### src/rtl/ps_word_packer.sv
// PacketStream width up-converter: packs up to COUNT input words of one packet
// into a single COUNT*WIDTH output word, flushing short groups on eop.
module ps_word_packer #(
    parameter int WIDTH = 8,
    parameter int COUNT = 4,
    parameter int CW    = $clog2(COUNT + 1)
) (
    input  logic                   reset,
    input  logic                   clk,
    input  logic [WIDTH-1:0]       i_dat,
    input  logic                   i_val,
    input  logic                   i_eop,
    output logic                   i_rdy,
    output logic [COUNT*WIDTH-1:0] o_dat,
    output logic [CW-1:0]          o_cnt,
    output logic                   o_val,
    output logic                   o_eop,
    input  logic                   o_rdy
);
    localparam int IW = $clog2(COUNT);
    localparam logic [IW-1:0] LAST = IW'(COUNT - 1);

    logic [COUNT-1:0][WIDTH-1:0] asm_q, asm_d, grp;
    logic [IW-1:0]               idx_q, idx_d;
    logic [COUNT*WIDTH-1:0]      dat_q, dat_d;
    logic [CW-1:0]               cnt_q, cnt_d;
    logic                        val_q, val_d;
    logic                        eop_q, eop_d;
    logic                        in_xfer, done;

    assign i_rdy   = o_rdy | ~val_q;
    assign in_xfer = i_val & i_rdy;
    assign done    = in_xfer & ((idx_q == LAST) | i_eop);

    // Group as it will leave: earlier lanes from the assembly register,
    // the current word in lane idx, zeros above.
    always_comb begin
        grp = '0;
        for (int k = 0; k < COUNT; k++) begin
            if (IW'(k) < idx_q)
                grp[k] = asm_q[k];
            else if (IW'(k) == idx_q)
                grp[k] = i_dat;
        end
    end

    always_comb begin
        asm_d = asm_q;
        idx_d = idx_q;
        dat_d = dat_q;
        cnt_d = cnt_q;
        val_d = val_q;
        eop_d = eop_q;
        if (done) begin
            asm_d = '0;
            idx_d = '0;
            dat_d = grp;
            cnt_d = CW'(idx_q) + CW'(1);
            eop_d = i_eop;
            val_d = 1'b1;
        end else begin
            if (in_xfer) begin
                asm_d[idx_q] = i_dat;
                idx_d        = idx_q + IW'(1);
            end
            if (val_q & o_rdy)
                val_d = 1'b0;
        end
    end

    always_ff @(posedge clk or posedge reset) begin
        if (reset) begin
            asm_q <= '0;
            idx_q <= '0;
            dat_q <= '0;
            cnt_q <= '0;
            val_q <= 1'b0;
            eop_q <= 1'b0;
        end else begin
            asm_q <= asm_d;
            idx_q <= idx_d;
            dat_q <= dat_d;
            cnt_q <= cnt_d;
            val_q <= val_d;
            eop_q <= eop_d;
        end
    end

    assign o_dat = dat_q;
    assign o_cnt = cnt_q;
    assign o_val = val_q;
    assign o_eop = eop_q;
endmodule

### config.mk
export PLATFORM = sky130hd
export DESIGN_NAME = ps_word_packer
export DESIGN_NICKNAME = d
export VERILOG_FILES = /design/src/rtl/ps_word_packer.sv
export SDC_FILE = /design/constraint.sdc
export NUM_CORES = 1
export LEC_CHECK = 0
export CAP_MARGIN = 20
export CORE_ASPECT_RATIO = 0.7
export CORE_MARGIN = 1.5
export CORE_UTILIZATION = 45
export CTS_CLUSTER_SIZE = 24
export DETAILED_ROUTE_END_ITERATION = 10
export HOLD_SLACK_MARGIN = 0.05
export PLACE_DENSITY_LB_ADDON = 0.1
export SLEW_MARGIN = 20
export SYNTH_ARGS = -nofsm -noshare
export SYNTH_HDL_FRONTEND = slang
export SYNTH_SLANG_ARGS = --single-unit
### constraint.sdc
create_clock -name clk -period 2.5 [get_ports clk]
set_input_delay 0.5 -clock clk [delete_from_list [all_inputs] [get_ports clk]]
set_output_delay 0.5 -clock clk [all_outputs]
set_load 0.01 [all_outputs]
; Word-level counts from Yosys, hierarchy flattened
; Index checks and enable logic that the tools add are counted.
[word_totals]
mem_bits_ro = 0
out_inout_bits = 38
mem_count = 0
latchBits = 0
register_bits = 71
mem_bits_rw = 0
[op_classes]
n_eq_ne = 4
n_reduce_logical = 4
n_mul = 0
addsub = 2
n_bitwise = 6
n_div = 0
shifts = 0
mux = 17
order_cmp = 6
[ops]
columns = op, count
row1 = 2-to-1 mux 8 bit, 9
row2 = 2-to-1 mux 32 bit, 2
row3 = bitwise mux 32 bit, 1
row4 = demux 8 bit (select 2 bit), 1
row5 = equality test 2 bit (first input constant), 2
row6 = less-than comparator 1 x 2 -> 1 bit (first input constant), 2
row7 = less-than comparator 2 bit (first input constant), 2
row8 = 2-to-1 mux 2 bit, 2
row9 = nonzero test 2 bit, 2
row10 = adder 2 x 1 -> 3 bit (second input constant), 1
row11 = bitwise AND 1 bit, 3
row12 = less-than comparator 2 x 3 -> 1 bit (second input constant), 1
row13 = adder 2 x 1 -> 2 bit (second input constant), 1
row14 = equality test 1 x 2 -> 1 bit (first input constant), 1
row15 = equality test 2 bit (second input constant), 1
row16 = greater-or-equal comparator 2 x 1 -> 1 bit (second input constant), 1
row17 = logical NOT 2 bit, 1
row18 = 2-to-1 mux 1 bit, 2
row19 = OR 1 bit, 2
row20 = logical AND 1 bit, 1
row21 = NOT 1 bit, 1

; Depth between registers and ports, before layout
; Gate-level depths: netlist (run 1).
[depth]
word_depth = 7
ltp_mapped = 7
mapped_depth_nobuf = 5

; Least setup slack after synthesis (run 1)
; Ideal clock, no wire load.
[synth_path]
kind = register -> register
startpoint = register idx_q[1]
endpoint = register asm_q[10] in the netlist's numbering
n_path_buf = 2
setup_ns = 0.066
t_arrival_ns = 1.828
stages_incl_launch_ff = 7
path_slack_ns = 0.606
synth_period_minus_slack_ns = 1.894
cell_sequence = dfrtp_1 clkbuf_1 inv_1 ha_1 clkbuf_1 o311ai_2 a22o_1
[synth_via]
elab_chain_len = 7
[synth_rtl]
columns = item, line
row1 = start: declaration, 24  ; logic [IW-1:0] idx_q, idx_d;
row2 = start signal: assignment, 81  ; idx_q <= idx_d;
row3 = less-than comparator 2 x 3 -> 1 bit (not written as such) or greater-or-equal comparator 2 x 1 -> 1 bit (tied branches), 63  ; asm_d[idx_q] = i_dat;
row4 = logical AND 1 bit (not written as such), 63
row5 = 2-to-1 mux 8 bit (not written as such), 63
row6 = demux 8 bit (select 2 bit), 63
row7 = bitwise mux 32 bit, 63
row8 = 2-to-1 mux 32 bit, 62  ; if (in_xfer) begin
row9 = 2-to-1 mux 32 bit, 54  ; if (done) begin
row10 = end signal: assignment, 80  ; asm_q <= asm_d;
row11 = end: declaration, 23  ; logic [COUNT-1:0][WIDTH-1:0] asm_q, asm_d, grp;
; Several ways; a longest one is shown, not always the timed one. The select of a mux whose other input is x is not followed.
; A chain may end at the register's enable or synchronous reset.

; Final worst setup path (run 1)
[layout_path]
startpoint = input o_rdy
endpoint = output i_rdy
[layout_via]
elab_chain_len = 1
[layout_rtl]
columns = item, line
row1 = start: declaration, 18  ; input logic o_rdy
row2 = OR 1 bit, 31  ; assign i_rdy = o_rdy | ~val_q;
row3 = end: declaration, 13  ; output logic i_rdy,
; No other way between the ends.

==> results of run 1 <==
==> power by group <==
| group | leakage (uW) | internal (uW) | switching, uW |
|---|---|---|---|
| combinational | 0.000773 | 607 | 403 |
| clock | 0.000119 | 595 | 385 |
| sequential | 0.000838 | 1240 | 127 |
==> synth_stat cells, types with 2 or more instances <==
master,number,area share [%]
dfrtp_1,63,56
a22o_1,34,11
nand2_1,29,3.8
mux2_4,21,11
o21ai_0,17,3.0
mux2_2,13,5.2
clkbuf_1,7,0.93
ha_1,5,2.2
buf_2,4,0.71
inv_1,4,0.53
and4_1,3,0.93
o311ai_2,3,1.7
buf_6,2,0.79
nand4_1,2,0.44
==> per-stage QoR <==
step                instance area (um2)  power (uW)
finish                             3670        3360
global route                       3670        3530
CTS                                3670        3390
detailed placement                 3450        2400
global placement                   3450        2390
floorplan                          2840        1930
==> sequential cells by signal, indices dropped and copies added, names as in the netlist <==
name	flops
asm_q	24
idx_q	2
o_cnt	3
o_dat	32
o_eop	1
o_val	1
==> final timing paths <==
kind | end | cells past startpoint
hold reg to reg | o_cnt[2] | 1
max in group asynchronous | asm_q[6] | 3
setup reg to reg | o_dat[21] | 5
hold / removal | o_cnt[2] | 1
setup / recovery | i_rdy | 3
min in group asynchronous | asm_q[11] | 3
==> layout make-up <==
type                    instances  area [um2]  area share, %
repair buffers                 59         593           16.1
multi-input cells             135        1170           31.8
clock inverters                 2        35.0          0.954
well taps                      75        93.8           2.55
clock buffers                  14         193           5.25
inverters                       4        15.0          0.409
flip-flops and latches         63        1580           42.9
==> logic make-up after synthesis <==
family	share of synthesized area, %
flip-flops	55.6
AO/OA/AOI/OAI	15.5
AND/OR/NAND/NOR	7.19
multiplexers	16.3
buffers and inverters	3.22
adder cells (fa/ha/maj)	2.21
==> worst register-to-register path: stages, from the launching register on <==
cell and delay, ns:
dfrtp_1 0.42, ha_1 0.31, nor2_2 0.22, nand3b_4 0.19, buf_4 0.29, mux2_4 0.34
==> metal layers <==
metal | wire length [um] | share of wire, % | vias to the layer above
met3 | 447 | 7.4 | 9
li1 | - | - | 893
met1 | 2900 | 48 | 953
met5 | 0 | 0 | -
met4 | 75 | 1.2 | 0
met2 | 2630 | 43 | 64
==> flow_metrics.env, run 1 <==
export IMPL_antenna_found_initial=0
export IMPL_hpwl_mm=3.94
export IMPL_r2r_start="idx_q[0]"
export IMPL_cts_made_buffers=9
export IMPL_hold_viol_final=0
export IMPL_cts_resized=0
export IMPL_peakVddDrop_mv=0.437
export IMPL_synth_cells=216
export IMPL_yosysWarningCount=0
export IMPL_slowest_stage="clkdlybuf4s50_1"
export IMPL_maxCapViolations=0
export IMPL_max_slew_margin_pct=56.1
export IMPL_final_antenna_net_count=0
export IMPL_crit_top_cell="clkdlybuf4s50_1"
export IMPL_fp_dieW_um=97.9
export IMPL_routedWlPerCell_um=17.2
export IMPL_critPathBufInv=2
export IMPL_ys_types=23
export IMPL_layout_common_cells="dfrtp_1 (63), clkdlybuf4s50_1 (50), a22o_1 (34)"
export IMPL_die_area_um2=6790
export IMPL_tightest_slew_ns=0.657
export IMPL_cts_root_buf="clkbuf_8"
export IMPL_final_cells=352
export IMPL_synth_flop_cell="dfrtp_1"
export IMPL_core_um2=5900
export IMPL_ios=51
export IMPL_vias_per_cell=5.45
export IMPL_routed_wl_mm=6.05
export IMPL_drtIter0Drc=104
export IMPL_timing_hold_ws_ns=0.478
export IMPL_placementRows=23
export IMPL_finalWorstSetupSlack_ns=0.405
export IMPL_gp_congestion=0.807
export IMPL_cts_setup_buffers=0
export IMPL_clkTransAtPathRegs_ns=0.07
export IMPL_synth_avg_cell_area_um2=13.1
export IMPL_dpl_cell_count=336
export IMPL_synth_area_um2=2840
export IMPL_grt_use_met3_pct=5.85
export IMPL_finalSetupViolCount=0
export IMPL_synthArstFlopShare_pct=100
export IMPL_end_kind="output pin"
export IMPL_syn_nets=234
export IMPL_leakagePower_uw=0.00173
export IMPL_area_delta_synth_final_pct=29.6
export IMPL_insertion_delay_ns=0.34
export IMPL_skew_ns=0.00389
export IMPL_vias=1919
export IMPL_clock_fmax_mhz=477
export IMPL_tritoncts="built"
export IMPL_tns_ns=0
export IMPL_cp_arrival_ns=1.59
export IMPL_grt_util_met2_pct=26.7
export IMPL_worstHoldStart="o_cnt[2]"
export IMPL_cts_hold_buffers=0
export IMPL_path_cells="clkdlybuf4s50_1 -> nand2b_1 -> clkdlybuf4s50_1"
export IMPL_num_antenna_cells=0
export IMPL_final_common_cell="dfrtp_1"
export IMPL_drt_first_pass_iters=4
export IMPL_min_path_type="flip-flop to flip-flop"
export IMPL_top_usage_layer="met1"
export IMPL_cp_slowest_stage_delay_ns=0.54
export IMPL_rsz0062_at_grt="no"
export IMPL_grt_pass1_wl_mm=9.98
export IMPL_clockBufferDepth=2
export IMPL_synth_edff_count=0
export IMPL_cts_sinks=63
export IMPL_min_period_ns=2.09
export IMPL_dp_slack_ns=0.233
export IMPL_start_util_pct=48.1
export IMPL_h_tree_depth=3
export IMPL_io_buffers=50
export IMPL_final_util_pct=62.3
export IMPL_criticalPathCategory="input port to output pin"
export IMPL_ff2ff_setup_slack_ns=0.62
export IMPL_outcome="finished, final reports clean"
export IMPL_fp_dieH_um=69.4
export IMPL_nets=290
export IMPL_grt_pass1_vias=1907
export IMPL_crit_family="buffers and inverters"
export IMPL_fillers=475
export IMPL_cp_start_kind="input port"
export IMPL_drive_above_1_share_pct=23.5
export IMPL_grt_use_met1_pct=28.4
export IMPL_startpoint="o_rdy"
export IMPL_synth_seq_cells=63
export IMPL_path_max_fanout=2
export IMPL_power_density_nw_per_um2=914
export IMPL_drv_slew=0
export IMPL_track_usage_pct=19.2
export IMPL_drc=0
export IMPL_post_route_period_util_pct=83.8
export IMPL_grt_max_degree=64
export IMPL_crit_required_ns=2.00
export IMPL_seq_area_frac_synth_pct=55.6
export IMPL_overflow=0
(Power assumes the default switching activity.)
==> inputs of run 2 (changes only) <==
==> constraint.sdc (replaced) <==
create_clock -name clk -period 1.8 [get_ports clk]
set_input_delay 0.36 -clock clk [delete_from_list [all_inputs] [get_ports clk]]
set_output_delay 0.36 -clock clk [all_outputs]
set_load 0.01 [all_outputs]
==> run 2 against run 1 <==
Utilization increased by 3.5 points. Clock-buffer cell count decreased by 1. Clock power increased by 43%. Routed wire length increased by 6.7%. Hold slack got worse by 0.15 ns. Sequential power increased by 39%. Non-clock buffer count increased by 21. Critical path type is now flip-flop to flip-flop. Critical endpoint is now o_dat[3]. Largest power group unchanged.
==> flow_metrics.env, run 2 (synthesis gave the netlist of run 1 again) <==
export IMPL_outcome="finished, final reports clean"
export IMPL_grt_pass1_vias=1997
export IMPL_start_util_pct=48.1
export IMPL_post_route_period_util_pct=94.6
export IMPL_cts_setup_buffers=0
export IMPL_layout_common_cells="dfrtp_1 (63), clkdlybuf4s50_1 (49), a22o_1 (34)"
export IMPL_overflow=0
export IMPL_routedWlPerCell_um=17.3
export IMPL_min_path_type="input port to async pin"
export IMPL_vias=1991
export IMPL_insertion_delay_ns=0.34
export IMPL_core_um2=5900
export IMPL_finalSetupViolCount=0
export IMPL_fp_dieH_um=69.4
export IMPL_rsz0062_at_grt="no"
export IMPL_cts_made_buffers=9
export IMPL_ios=51
export IMPL_largest_reg_flops=32
export IMPL_critPathBufInv=2
export IMPL_drt_first_pass_iters=4
export IMPL_drc=0
export IMPL_grt_max_degree=27
export IMPL_power_density_nw_per_um2=1240
export IMPL_slowest_stage="dfrtp_1"
export IMPL_die_area_um2=6790
export IMPL_tightest_slew_ns=0.467
export IMPL_tns_ns=0
export IMPL_final_cells=373
export IMPL_peakVddDrop_mv=0.634
export IMPL_leakagePower_uw=0.00184
export IMPL_hold_viol_final=0
export IMPL_grt_pass1_wl_mm=10.7
export IMPL_path_cells="buf_4 -> ha_1 -> nor2_2 -> nand3b_4 -> buf_12 -> mux2_4"
export IMPL_clkTransAtPathRegs_ns=0.07
export IMPL_crit_family="flip-flops"
export IMPL_drive_above_1_share_pct=28.5
export IMPL_io_buffers=50
export IMPL_maxCapViolations=0
export IMPL_drtIter0Drc=77
export IMPL_max_slew_margin_pct=68.9
export IMPL_ff2ff_setup_slack_ns=0.1
export IMPL_path_max_fanout=20
export IMPL_h_tree_depth=3
export IMPL_cts_hold_buffers=0
export IMPL_cts_sinks=63
export IMPL_area_delta_synth_final_pct=36.8
export IMPL_antenna_found_initial=0
export IMPL_skew_ns=0.00757
export IMPL_hpwl_mm=4.49
export IMPL_fp_dieW_um=97.9
export IMPL_clock_fmax_mhz=587
export IMPL_routed_wl_mm=6.46
export IMPL_min_period_ns=1.70
export IMPL_vias_per_cell=5.34
export IMPL_gp_congestion=0.808
export IMPL_track_usage_pct=20.5
export IMPL_tritoncts="built"
export IMPL_crit_required_ns=2.02
export IMPL_final_common_cell="dfrtp_1"
export IMPL_num_antenna_cells=0
export IMPL_criticalPathCategory="flip-flop to flip-flop"
export IMPL_end_kind="flip-flop"
export IMPL_cts_root_buf="clkbuf_8"
export IMPL_cp_slowest_stage_delay_ns=0.37
export IMPL_cp_arrival_ns=1.93
export IMPL_drv_slew=0
export IMPL_final_antenna_net_count=0
export IMPL_cp_start_kind="flip-flop"
export IMPL_clockBufferDepth=2
export IMPL_dpl_cell_count=357
export IMPL_placementRows=23
export IMPL_nets=311
## run 2: changes by cell type in the layout (fill, tap and decap cells not counted), moves of 2 or more
| cell | change |
|---|---|
| o311ai_2 | -2 |
| clkbuf_8 | -3 |
| clkbuf_1 | +2 |
| buf_12 | +2 |
| buf_4 | +19 |
| o311ai_4 | +2 |
## run 2: worst reg2reg max path, delay by kind of cell, from the launching register on
family                     cells  cell delay [ns]
and+or+nand+nor                2             0.29
buffers and inverters          2             0.37
muxes                          1             0.32
adders and majority gates      1             0.23
DFF                            1             0.37
## run 2: worst paths after layout
kind,start,endpoint,cells past startpoint
worst min-delay path,reset,o_dat[8],2
max in group asynchronous,reset,o_cnt[0],3
worst min register to register,o_cnt[2],o_cnt[2],1
worst max-delay path,idx_q[1],o_dat[3],6
worst max register to register,idx_q[1],o_dat[3],6
min in group clk,o_cnt[2],o_cnt[2],1
## run 2: report_power, final
| group | total, uW | leakage (uW) | switching (uW) | internal, uW |
|---|---|---|---|---|
| Combinational | 1510 | 0.000884 | 600 | 909 |
| Sequential | 1900 | 0.000838 | 176 | 1720 |
| Clock | 1400 | 0.000114 | 542 | 855 |
| Total | 4800 | 0.00184 | 1320 | 3480 |
## run 2: metal layers
metal	vias up	share of wire [%]	GRT usage, %
met4	0	0.90	5.24
met3	8	5.8	6.55
met5	-	0	0
met1	985	50	29.9
met2	54	43	29.6
li1	944	-	-
## run 2: timing repair
| action | in CTS | in global routing |
|---|---|---|
| resized for setup | 1 | 1 |
| hold endpoints to repair | 0 | 0 |
| setup endpoints to repair | 1 | 7 |
| pin swaps | 0 | 0 |
## run 2: metrics by stage
step	area [um2]	util (%)	setup slack, ns	hold slack, ns	total power (uW)
floorplan	2860	-	0.0225	0.469	2700
global placement	3650	61.9	-0.0497	0.466	3400
detailed placement	3650	61.9	-0.0449	0.479	3420
CTS	3870	65.7	0.0577	0.327	4840
global route	3880	65.7	0.00807	0.339	5050
finish	3880	65.7	0.0972	0.328	4800
## run 2: cell type report
class | count | area, um2
clock buffer | 13 | 159
fill | 435 | 2020
tap | 75 | 93.8
sequential | 63 | 1580
clock inverter | 3 | 65.1
multi-input combinational | 135 | 1190
inverter | 4 | 18.8
timing repair buffer | 80 | 774
==> inputs of run 3 (changes only) <==
--- a/config.mk
+++ b/config.mk
@@ -6,7 +6,6 @@
 export NUM_CORES = 1
 export LEC_CHECK = 0
 export CAP_MARGIN = 20
-export CORE_ASPECT_RATIO = 0.7
 export CORE_MARGIN = 1.5
 export CORE_UTILIZATION = 45
 export CTS_CLUSTER_SIZE = 24
==> constraint.sdc (replaced) <==
create_clock -name clk -period 1.6 [get_ports clk]
set_input_delay 0.32 -clock clk [delete_from_list [all_inputs] [get_ports clk]]
set_output_delay 0.32 -clock clk [all_outputs]
set_load 0.01 [all_outputs]
==> run 3 against run 2 <==
The run now ends with setup timing left. Non-clock buffer count up 24. Register-to-register slack worse by 0.11 ns. Clock power grew 3%. Cell area is 9.3% higher. Sequential cell count stayed put. Cell count increased by 6.4%.
==> flow_metrics.env, run 3 (synthesis gave the netlist of run 1 again) <==
export IMPL_cp_start_kind="flip-flop"
export IMPL_start_util_pct=47.3
export IMPL_drt_first_pass_iters=4
export IMPL_criticalPathCategory="flip-flop to flip-flop"
export IMPL_drtIter0Drc=150
export IMPL_final_common_cell="dfrtp_1"
export IMPL_drc=0
export IMPL_outcome="finished, violations left"
export IMPL_peakVddDrop_mv=0.914
export IMPL_clkTransAtPathRegs_ns=0.08
export IMPL_placementRows=28
export IMPL_dp_slack_ns=-0.262
export IMPL_tritoncts="built"
export IMPL_drv_slew=0
export IMPL_clock_fmax_mhz=621
export IMPL_grt_pass1_vias=2134
export IMPL_min_period_ns=1.61
export IMPL_path_max_fanout=9
export IMPL_dpl_instance_area_um2=3810
export IMPL_power_density_nw_per_um2=1280
export IMPL_core_um2=5990
export IMPL_insertion_delay_ns=0.34
export IMPL_fp_dieW_um=82.4
export IMPL_clockBufferDepth=2
export IMPL_grt_max_degree=31
export IMPL_largest_reg_flops=32
export IMPL_gp_congestion=0.822
export IMPL_area_delta_synth_final_pct=49.4
export IMPL_cts_root_buf="clkbuf_8"
export IMPL_max_slew_margin_pct=68.1
export IMPL_ios=51
export IMPL_h_tree_depth=3
export IMPL_cts_sinks=63
export IMPL_antenna_found_initial=0
export IMPL_tns_ns=-0.0283
export IMPL_vias_per_cell=5.39
export IMPL_skew_ns=0.00576
export IMPL_final_cell_area_um2=4240
export IMPL_die_area_um2=6790
export IMPL_drive_above_1_share_pct=37.0
export IMPL_finalWorstSetupSlack_ns=-0.00966
export IMPL_crit_required_ns=1.83
export IMPL_num_antenna_cells=0
export IMPL_final_util_pct=70.7
export IMPL_routed_wl_mm=7.31
export IMPL_hold_viol_final=0
export IMPL_hpwl_mm=4.81
export IMPL_reg2reg_depth=5
export IMPL_cp_arrival_ns=1.84
export IMPL_layout_common_cells="dfrtp_1 (61), buf_4 (45), a22o_1 (34)"
export IMPL_final_antenna_net_count=0
export IMPL_overflow=0
export IMPL_finalSetupViolCount=5
export IMPL_fp_dieH_um=82.4
export IMPL_r2r_start="idx_q[1]"
export IMPL_r2r_end="o_dat[11]"
export IMPL_io_buffers=50
export IMPL_min_path_type="input port to async pin"
export IMPL_post_route_period_util_pct=101
export IMPL_rsz0062_at_grt="yes"
export IMPL_end_kind="flip-flop"
export IMPL_cts_made_buffers=9
export IMPL_nets=335
export IMPL_tightest_slew_ns=0.478
export IMPL_failed_checks="setup timing"
export IMPL_grt_pass1_wl_mm=11.0
export IMPL_maxCapViolations=0
export IMPL_routedWlPerCell_um=18.4
export IMPL_leakagePower_uw=0.00234
export IMPL_vias=2139
export IMPL_track_usage_pct=22.4
export IMPL_ff2ff_setup_slack_ns=-0.01
==> run 3: cell types whose count changed in the layout (fill, tap and decap cells not counted), moves of 3 or more <==
cell             previous run  this run
clkdlybuf4s50_1            49        24
clkbuf_16                   0         3
ha_1                        4         1
dlymetal6s2s_1              0        24
mux2_4                     21        28
mux2_2                     13         6
clkinv_4                    0         3
buf_4                      26        45
==> run 3: layer usage <==
metal  vias to the layer above  routed length [um]  track usage [%]
li1                        986                   -                -
met1                      1078                3140             29.2
met2                        71                3670             36.3
met3                         4                 471             7.03
met4                         0                  33             5.76
met5                         -                   0                0
==> run 3: timing repair <==
| item | in CTS | in global routing |
|---|---|---|
| resized for setup | 3 | 33 |
| hold buffers | 0 | 0 |
| pin swaps | 1 | 5 |
| endpoints found under the setup margin | 12 | 76 |
| gates cloned | 0 | 3 |
| setup buffers | 0 | 6 |
==> run 3: report_power, final <==
part           total, uW  switching, uW  internal, uW
registers           2150            217          1940
clock network       1440            701           738
logic               1820            722          1100
==> run 3: worst max path at each step <==
stage                      to      from  cells past startpoint
global placement    o_dat[27]     o_rdy                      7
detailed placement  o_dat[21]     o_rdy                      6
global route        o_dat[21]  idx_q[1]                      3
CTS                 o_dat[11]  idx_q[1]                      5
finish              o_dat[11]  idx_q[1]                      5
floorplan           o_dat[14]  idx_q[1]                      7
==> run 3: metrics by stage <==
| stage | hold slack [ns] | power (uW) | std cells |
|---|---|---|---|
| floorplan | 0.445 | 3150 | 216 |
| global placement | 0.470 | 3920 | 372 |
| detailed placement | 0.467 | 3960 | 372 |
| CTS | 0.233 | 5410 | 388 |
| global route | 0.236 | 5700 | 397 |
| finish | 0.243 | 5420 | 397 |
==> run 3: critical path: stages, from the launching register on <==
cell      delay, ns
dfrtp_2        0.47
ha_4           0.20
nor2_4         0.08
nand3b_4       0.23
buf_12         0.17
mux2_2         0.33
==> run 3: area by class of cell <==
class                   instances  area (um2)
well taps                      75        93.8
clock buffers                   9         124
repair buffers                104        1080
fillers                       428        1750
flip-flops and latches         63        1580
multi-input cells             135        1260
inverters                       4        21.3
clock inverters                 7        81.3
